--- config.mk ---
export PLATFORM = sky130hd
export DESIGN_NAME = mac_operand_feeder
export DESIGN_NICKNAME = d
export VERILOG_FILES = /design/src/rtl/mac_feeder_pkg.sv /design/src/rtl/mac_operand_fifo.sv /design/src/rtl/mac_operand_feeder.sv
export SDC_FILE = /design/constraint.sdc
export NUM_CORES = 1
export LEC_CHECK = 0
export CAP_MARGIN = 20
export CORE_AREA = 2 2 113 142
export CTS_CLUSTER_SIZE = 16
export DETAILED_ROUTE_END_ITERATION = 10
export DIE_AREA = 0 0 115 144
export PLACE_DENSITY = 0.81
export SYNTH_ARGS = -nofsm -noshare
export SYNTH_HDL_FRONTEND = slang
export SYNTH_SLANG_ARGS = --single-unit
--- constraint.sdc ---
create_clock -name clk -period 3.5 [get_ports clk]
set_input_delay 1.05 -clock clk [delete_from_list [all_inputs] [get_ports clk]]
set_output_delay 1.05 -clock clk [all_outputs]
set_load 0.03 [all_outputs]
--- src/rtl/mac_feeder_pkg.sv ---
// Shared types for the MAC operand feeder: FSM state encoding and the operand pair layout.
// Optional occupancy output is enabled with the MAC_FEEDER_LEVEL_EN macro (see mac_operand_feeder).
package mac_feeder_pkg;

    localparam int DATA_W_DEF = 10;

    typedef enum logic [1:0] {
        IDLE,
        RUN,
        DRAIN
    } feeder_state_e;

    typedef struct packed {
        logic signed [DATA_W_DEF-1:0] a;
        logic signed [DATA_W_DEF-1:0] b;
    } operand_pair_t;

endpackage

--- src/rtl/mac_operand_fifo.sv ---
// Synchronous FIFO holding operand pairs; extra pointer bit separates full from empty.
// With MAC_FEEDER_LEVEL_EN defined it also exports a registered occupancy count.
module mac_operand_fifo #(
    parameter int WIDTH = 20,
    parameter int DEPTH = 8
) (
    input  logic             clk,
    input  logic             reset,
    input  logic             push_i,
    input  logic             pop_i,
    input  logic [WIDTH-1:0] wdata_i,
    output logic [WIDTH-1:0] rdata_o,
    output logic             full_o,
    output logic             empty_o
`ifdef MAC_FEEDER_LEVEL_EN
    ,
    output logic [$clog2(DEPTH):0] count_o
`endif
);

    localparam int AW = $clog2(DEPTH);

    logic [WIDTH-1:0] mem_q [DEPTH];
    logic [AW:0]      wrPtr_q;
    logic [AW:0]      rdPtr_q;
    logic             doPush;
    logic             doPop;

    assign empty_o = (wrPtr_q == rdPtr_q);
    assign full_o  = (wrPtr_q[AW] != rdPtr_q[AW]) && (wrPtr_q[AW-1:0] == rdPtr_q[AW-1:0]);
    assign doPush  = push_i && !full_o;
    assign doPop   = pop_i && !empty_o;
    assign rdata_o = mem_q[rdPtr_q[AW-1:0]];

    always_ff @(posedge clk) begin
        if (doPush) begin
            mem_q[wrPtr_q[AW-1:0]] <= wdata_i;
        end
    end

    always_ff @(posedge clk or posedge reset) begin
        if (reset) begin
            wrPtr_q <= '0;
            rdPtr_q <= '0;
        end else begin
            if (doPush) begin
                wrPtr_q <= wrPtr_q + (AW+1)'(1);
            end
            if (doPop) begin
                rdPtr_q <= rdPtr_q + (AW+1)'(1);
            end
        end
    end

`ifdef MAC_FEEDER_LEVEL_EN
    // Kept as its own register so the exported level is glitch-free and equals wr-rd.
    always_ff @(posedge clk or posedge reset) begin
        if (reset) begin
            count_o <= '0;
        end else begin
            case ({doPush, doPop})
                2'b10:   count_o <= count_o + (AW+1)'(1);
                2'b01:   count_o <= count_o - (AW+1)'(1);
                default: count_o <= count_o;
            endcase
        end
    end
`endif

endmodule

--- src/rtl/mac_operand_feeder.sv ---
// Buffers (a,b) pairs and issues one per cycle to the 10-bit MAC for a programmed length, then pulses done.
// Define MAC_FEEDER_LEVEL_EN to expose the FIFO occupancy on the 'level' output.
module mac_operand_feeder
    import mac_feeder_pkg::*;
#(
    parameter int DATA_W  = DATA_W_DEF,
    parameter int DEPTH   = 8,
    parameter int LEN_W   = 10,
    parameter int MAC_LAT = 2
) (
    input  logic              clk,
    input  logic              reset,
    input  logic              s_valid,
    output logic              s_ready,
    input  logic [DATA_W-1:0] s_a,
    input  logic [DATA_W-1:0] s_b,
    input  logic              start,
    input  logic [LEN_W-1:0]  len,
    output logic [DATA_W-1:0] mac_a,
    output logic [DATA_W-1:0] mac_b,
    output logic              mac_valid,
    output logic              mac_last,
    output logic              busy,
    output logic              done
`ifdef MAC_FEEDER_LEVEL_EN
    ,
    output logic [$clog2(DEPTH):0] level
`endif
);

    localparam int DRAIN_W = (MAC_LAT < 1) ? 1 : $clog2(MAC_LAT + 1);

    feeder_state_e        state_q;
    logic [LEN_W-1:0]     len_q;
    logic [LEN_W-1:0]     issueCnt_q;
    logic [DRAIN_W-1:0]   drainCnt_q;
    logic [DATA_W-1:0]    macA_q;
    logic [DATA_W-1:0]    macB_q;
    logic                 macValid_q;
    logic                 macLast_q;
    logic                 busy_q;
    logic                 done_q;

    logic                 fifoFull;
    logic                 fifoEmpty;
    logic                 push;
    logic                 pop;
    logic [2*DATA_W-1:0]  head;

    assign s_ready = !fifoFull;
    assign push    = s_valid && !fifoFull;
    assign pop     = (state_q == RUN) && !fifoEmpty;

    mac_operand_fifo #(
        .WIDTH (2*DATA_W),
        .DEPTH (DEPTH)
    ) u_fifo (
        .clk     (clk),
        .reset   (reset),
        .push_i  (push),
        .pop_i   (pop),
        .wdata_i ({s_a, s_b}),
        .rdata_o (head),
        .full_o  (fifoFull),
        .empty_o (fifoEmpty)
`ifdef MAC_FEEDER_LEVEL_EN
        ,
        .count_o (level)
`endif
    );

    // A beat is issued only when the FIFO has data; empty cycles in RUN become bubbles.
    always_ff @(posedge clk or posedge reset) begin
        if (reset) begin
            state_q    <= IDLE;
            len_q      <= '0;
            issueCnt_q <= '0;
            drainCnt_q <= '0;
            macA_q     <= '0;
            macB_q     <= '0;
            macValid_q <= 1'b0;
            macLast_q  <= 1'b0;
            busy_q     <= 1'b0;
            done_q     <= 1'b0;
        end else begin
            macValid_q <= 1'b0;
            macLast_q  <= 1'b0;
            done_q     <= 1'b0;
            case (state_q)
                IDLE: begin
                    if (start && (len != '0)) begin
                        len_q      <= len;
                        issueCnt_q <= '0;
                        busy_q     <= 1'b1;
                        state_q    <= RUN;
                    end
                end
                RUN: begin
                    if (pop) begin
                        macA_q     <= head[2*DATA_W-1:DATA_W];
                        macB_q     <= head[DATA_W-1:0];
                        macValid_q <= 1'b1;
                        issueCnt_q <= issueCnt_q + LEN_W'(1);
                        if (issueCnt_q == len_q - LEN_W'(1)) begin
                            macLast_q  <= 1'b1;
                            drainCnt_q <= '0;
                            state_q    <= DRAIN;
                        end
                    end
                end
                DRAIN: begin
                    // Wait out the MAC pipeline so done coincides with its result being settled.
                    if (drainCnt_q == DRAIN_W'(MAC_LAT)) begin
                        done_q  <= 1'b1;
                        busy_q  <= 1'b0;
                        state_q <= IDLE;
                    end else begin
                        drainCnt_q <= drainCnt_q + DRAIN_W'(1);
                    end
                end
                default: state_q <= IDLE;
            endcase
        end
    end

    assign mac_a     = macA_q;
    assign mac_b     = macB_q;
    assign mac_valid = macValid_q;
    assign mac_last  = macLast_q;
    assign busy      = busy_q;
    assign done      = done_q;

endmodule

==> flow_summary.json, run 1 <==
{
  "grt_setup_unrepaired": "false",
  "arrival_ns": 2.04,
  "cap_violations": 0,
  "fin_crit_sh_pct": 88.16,
  "seq_area_um2": 6207,
  "vias_per_cell": 6.051,
  "start_util_pct": 56.84,
  "drt-total-wl_um": 17270,
  "ys_types": 49,
  "cts_resized": 0,
  "yosysTopAreaCellShare_pct": 55.20,
  "critPathRequiredTime_ns": 2.45,
  "post_cts_buffers": 0,
  "path_class": "reg -> out",
  "powerDensity_nw_per_um2": 878.3,
  "startpoint": "u_fifo.wrPtr_q[0]",
  "clkLatencyLatePin_ns": 0.50,
  "hp-class": "reg -> reg",
  "drive_above_1_share_pct": 17.74,
  "fin_crit_ns": 3.086,
  "worst_slew_pin_slew_ns": 0.8248,
  "r2r-start": "len_q[0]",
  "cts_hold_buf": 0,
  "drtPass1Iterations": 5,
  "area_delta_synth_final_pct": 16.99,
  "synth-edff-count": 160,
  "gp_congestion": 0.7663,
  "cts_tree": "done",
  "synthTopCellsByArea": "edfxtp_1, dfrtp_1, mux4_2",
  "yosysSeqAreaShare_pct": 71.30,
  "skew_ns": 0.01763,
  "dp_slack_ns": 0.3776,
  "final_util_pct": 66.50,
  "drc": 0,
  "cts_num_sinks": 216,
  "multi_input_area_um2": 2356,
  "grt_pass1_wl_um": 27110,
  "h-tree-depth": 1,
  "netlist_area_um2": 8705,
  "n_antenna_cell": 0,
  "io_buffers": 58,
  "grt_usage_pct": 21.82,
  "numCtsBuffers": 21,
  "io_pins": 59,
  "grt-ovfl-total": 0,
  "core_area_um2": 15310,
  "synthArstFlopShare_pct": 25.93,
  "die-area_um2": 16560,
  "vias": 4702,
  "peakVddDrop_mv": 0.4905,
  "root_buffer": "clkbuf_16",
  "grt_start_max_net_pins": 50,
  "first_global_vias": 5061,
  "p_leak_nw": 3.610,
  "synth_top_area_cell": "edfxtp_1",
  "post_drt_wl_per_cell_um": 22.23,
  "row_count": 51,
  "syn_area_per_cell_um2": 17.20,
  "whs_ns": 0.4599,
  "fin_setup_tns_ns": 0,
  "hold_start": "drainCnt_q[0]",
  "relSlewSlack_pct": 45.01,
  "ys.flop_type": "edfxtp_1",
  "ys_ff_latch": 216,
  "antenna_found_initial": 0,
  "setup_slack_ns": 0.4143,
  "synth_warnings": 0,
  "synth_nets": 545,
  "die_w_um": 115,
  "status": "finished, final reports clean",
  "syn_inst": 506,
  "cts.path.max_buffers": 3,
  "finalSetupViolations": 0,
  "cp_max_fo": 8,
  "ant_nets": 0,
  "dp_hpwl_um": 10140,
  "critPathCaptureType": "output pin",
  "slew_viol_final": 0,
  "fill_cells": 1013,
  "max_freq_mhz": 324.1,
  "drt_iter0_drc": 375,
  "hold_viol": 0,
  "layout.nets": 617,
  "clkTransAtPathRegs_ns": 0.07,
  "critPathLaunchType": "register",
  "dieHeight_um": 144
}
per-layer routing:
metal  vias to the layer above  part of all wire, %  GRT usage (%)
met3                        28                  5.0          3.521
met5                         -                    0              0
met4                         0                  2.1          7.039
met1                      2423                   39          27.25
met2                       150                   54          39.04
li1                       2101                    -              -
per-stage QoR:
stage | power (mW) | instances | area, um2
2_1_floorplan | 5.956 | 506 | 8705
3_3_place_gp | 6.702 | 740 | 9553
3_5_place_dp | 6.872 | 740 | 9553
4_1_cts | 9.004 | 777 | 10180
5_1_grt | 9.405 | 777 | 10180
6_report | 8.944 | 777 | 10180
cell type report:
cell class	instances	area share, %
well taps	185	2.273
clock buffers	28	5.418
multi-input cells	255	23.14
clock inverters	9	0.7741
repair buffers	76	7.151
flip-flops and latches	216	60.95
inverters	8	0.2949
synth_stat cells, types with 2 or more instances:
cell and instances:
edfxtp_1 160, dfrtp_1 56, nor2_1 45, mux4_2 40, a21oi_1 24, mux2i_1 21, nand2_1 16, xnor2_1 16
buf_2 13, o21ai_0 11, xor2_1 10, clkbuf_1 9, inv_1 8, mux2_1 7, nand2b_1 6, nand4_1 6
nor3_1 6, ha_1 5, and3_1 4, mux2_2 3, nand3_1 3, nor4_1 3, and2_1 2, buf_1 2
buf_6 2, nor3b_1 2, o31ai_1 2, or3b_2 2, or4_1 2
state kept, by name, summed over array words and instances, names as in the netlist:
register and cells:
busy 1, len_q 10, mac_valid 1, done 1, u_fifo.mem_q 160, drainCnt_q 2, u_fifo.wrPtr_q 4, mac_a 10
mac_last 1, state_q 2, u_fifo.rdPtr_q 4, issueCnt_q 10, mac_b 10
kinds of logic (layout without fill, tap and decap cells):
group / count (synthesis) / count (layout) / share of synthesized area (%)
AOI/OAI and AO/OA: 48 / 48 / 3.306
xor gates and xnor gates: 27 / 27 / 2.803
adders and majority gates: 5 / 5 / 0.7187
buffers and inverters: 35 / 121 / 1.883
DFF: 216 / 216 / 71.30
muxes: 71 / 71 / 14.06
and+or+nand+nor: 104 / 104 / 5.937
worst max-delay path, stage by stage (launching register included):
cell and delay, ns:
dfrtp_1 0.50, xnor2_1 0.25, nand4_1 0.15, clkdlybuf4s50_1 0.63
layout by cell type (no fill, tap or decap), drive strengths merged, types with 2 or more instances in the layout:
master | synthesis | routed
a21oi | 24 | 24
and2 | 2 | 2
and3 | 4 | 4
buf | 17 | 18
clkbuf | 10 | 28
clkdlybuf4s50 | 0 | 58
clkinv | 0 | 4
clkinvlp | 0 | 4
dfrtp | 56 | 56
edfxtp | 160 | 160
ha | 5 | 5
inv | 8 | 8
mux2 | 10 | 10
mux2i | 21 | 21
mux4 | 40 | 40
nand2 | 16 | 16
nand2b | 6 | 6
nand3 | 3 | 3
nand4 | 6 | 6
nor2 | 45 | 45
nor3 | 6 | 6
nor3b | 2 | 2
nor4 | 4 | 4
o21ai | 12 | 12
o31ai | 2 | 2
or3b | 2 | 2
or4 | 3 | 3
xnor2 | 16 | 16
xor2 | 11 | 11
worst paths after layout:
check	endpoint	depth (start not counted)	slack (ns)
max	s_ready	3	0.41
min	drainCnt_q[0]	1	0.46
max reg2reg	state_q[0]	7	1.00
min reg2reg	drainCnt_q[0]	1	0.46
max in group asynchronous	issueCnt_q[2]	3	2.15
min in group asynchronous	mac_a[0]	2	0.79
where the power goes:
group	internal [mW]	switching, mW	leakage (nW)
clock	1.19	0.907	0.295
sequential	3.37	0.372	2.12
combinational	1.38	1.73	1.19
No activity file was read; power rests on OpenSTA's default activity.
==> run 2: changes to the inputs <==
--- a/config.mk
+++ b/config.mk
@@ -8,6 +8,6 @@
 export CAP_MARGIN = 20
-export CORE_AREA = 2 2 113 142
+export CORE_AREA = 2 2 162 100
 export CTS_CLUSTER_SIZE = 16
 export DETAILED_ROUTE_END_ITERATION = 10
-export DIE_AREA = 0 0 115 144
+export DIE_AREA = 0 0 164 102
 export PLACE_DENSITY = 0.81
--- a/constraint.sdc
+++ b/constraint.sdc
@@ -3,2 +3,2 @@
 set_output_delay 1.05 -clock clk [all_outputs]
-set_load 0.03 [all_outputs]
+set_load 0.02 [all_outputs]
==> run 2 against run 1 <==
Effect of this change:
- first-iteration DRC count is 3.7% lower
- combinational power is 2% lower
- power is 0.26% lower
- critical endpoint unchanged
- sequential power hardly changed
- clock-buffer cell count is 1 higher
==> flow_summary.json, run 2 (synthesis results as in run 1) <==
{
  "fin_setup_tns_ns": 0,
  "start_util_pct": 57.28,
  "slew_viol_final": 0,
  "cp_slowest_cell": "clkdlybuf4s50_1",
  "critPathRequiredTime_ns": 2.45,
  "n_antenna_cell": 0,
  "first_global_vias": 4823,
  "critPathCaptureType": "output pin",
  "fin_crit_ns": 3.116,
  "status": "finished, final reports clean",
  "h-tree-depth": 1,
  "fin_crit_sh_pct": 89.03,
  "cts_resized": 0,
  "root_buffer": "clkbuf_16",
  "switchingPower_mw": 2.893,
  "layout.nets": 621,
  "startpoint": "u_fifo.wrPtr_q[0]",
  "drc": 0,
  "antenna_found_initial": 0,
  "final_util_pct": 67.53,
  "slowest_delay_ns": 0.59,
  "path_class": "reg -> out",
  "cts_num_sinks": 216,
  "clkLatencyLatePin_ns": 0.49,
  "arrival_ns": 2.07,
  "hold_end": "drainCnt_q[0]",
  "clkPwrFrac_pct": 24.3,
  "p_sw_share_pct": 32.43,
  "cp_max_fo": 8,
  "drt_iter0_drc": 361,
  "grt_setup_unrepaired": "false",
  "dieHeight_um": 102,
  "die-area_um2": 16730,
  "cap_violations": 0,
  "hold_viol": 0,
  "grt-ovfl-total": 0,
  "cts_tree": "done",
  "final_common_cell": "edfxtp_1",
  "worst-r2r-cell-count": 8,
  "drive_above_1_share_pct": 18.79,
  "grt_pass1_wl_um": 26950,
  "grt_usage_pct": 21.76,
  "power_frac_comb_pct": 34.0,
  "io_pins": 59,
  "powerDensity_nw_per_um2": 869.4,
  "worst_slew_pin_slew_ns": 1.037,
  "ant_nets": 0,
  "core_area_um2": 15200,
  "hp-class": "reg -> reg",
  "fill_cells": 999,
  "cts_hold_buf": 0,
  "clkTransAtPathRegs_ns": 0.07,
  "vias_per_cell": 5.887,
  "hold_path_depth": 1,
  "numCtsBuffers": 20,
  "critPathLaunchType": "register",
  "r2r-end": "drainCnt_q[0]",
  "vias": 4704,
  "post_cts_buffers": 0,
  "grt_start_max_net_pins": 59,
  "met2_wirelength_um": 8287,
  "r2r_slack_ns": 0.72,
  "skew_ns": 0.009150,
  "dp_hpwl_um": 11070,
  "area_delta_synth_final_pct": 17.88,
  "die_w_um": 164,
  "relSlewSlack_pct": 30.75,
  "whs_ns": 0.4501,
  "r2r-start": "len_q[0]",
  "hold_start": "drainCnt_q[0]",
  "row_count": 35,
  "m1WireLength_um": 7631,
  "largest_reg_flops": 160,
  "drt-total-wl_um": 17380,
  "peakVddDrop_mv": 0.5572,
  "gp_congestion": 0.8030,
  "post_drt_wl_per_cell_um": 21.75,
  "internal_power_mw": 6.028,
  "seq_power_share_pct": 41.7,
  "cts.path.max_buffers": 3,
  "max_freq_mhz": 320.9,
  "layout_common_cells": "edfxtp_1, clkdlybuf4s50_1, dfrtp_1, mux4_2, nor2_1",
  "path_cells": "xnor2_1 -> nand4_1 -> clkdlybuf4s50_1",
  "p_leak_nw": 3.650,
  "drtPass1Iterations": 5,
  "finalSetupViolations": 0,
  "io_buffers": 58,
  "wl_met3_um": 1112,
  "highest_layer": "met4"
}
run 2: cell count changes in the layout (fill, tap and decap cells not counted), sizes merged:
cell	delta
buf	+5
clkbuf	+1
bufinv	+1
clkinvlp	-3
run 2: critical path: cells and delay by family (launching register included):
family                    cells  cell delay, ns
xor gates and xnor gates      1            0.31
and+or+nand+nor               1            0.17
DFF                           1            0.50
buffers and inverters         1            0.59
run 2: how the worst max path moves through the flow:
stage	cells after the start	end	slack, ns
floorplan	4	u_fifo.mem_q[0][0]	0.28
global placement	7	issueCnt_q[1]	0.35
detailed placement	8	issueCnt_q[7]	0.21
CTS	3	s_ready	0.35
global route	3	s_ready	0.31
finish	3	s_ready	0.38
run 2: area by class of cell:
cell class                      instances  area [um2]  area share [%]
Timing Repair Buffer                   81       753.2           7.341
Inverter                                8       30.03          0.2926
Sequential cell                       216        6207           60.49
Clock inverter                          7       85.08          0.8292
Tap cell                              203       254.0           2.475
Clock buffer                           29       565.5           5.512
Multi-Input combinational cell        255        2366           23.06
run 2: through the flow:
stage	setup WS [ns]	cell area, um2	cells	power, mW
after detailed placement	0.2145	9610	763	6.800
after CTS	0.3526	10260	799	9.001
after floorplan	0.2838	8705	506	5.858
after global routing	0.3118	10260	799	9.378
final	0.3840	10260	799	8.921
after global placement	0.3494	9610	763	6.649
run 2: power by group through the flow:
stage                     clock network, mW  logic (mW)  registers [mW]
after floorplan                           0        2.07            3.79
final                                  2.16        3.04            3.72
after global placement                    0        2.93            3.72
after detailed placement                  0        3.03            3.77
after CTS                              2.22        3.06            3.72
after global routing                   2.30        3.30            3.78
run 2: routing by layer:
metal | up-vias | track usage, %
met1 | 2436 | 31.28
met3 | 25 | 4.464
met5 | - | 0
met2 | 153 | 35.10
met4 | 0 | 5.331
li1 | 2090 | -
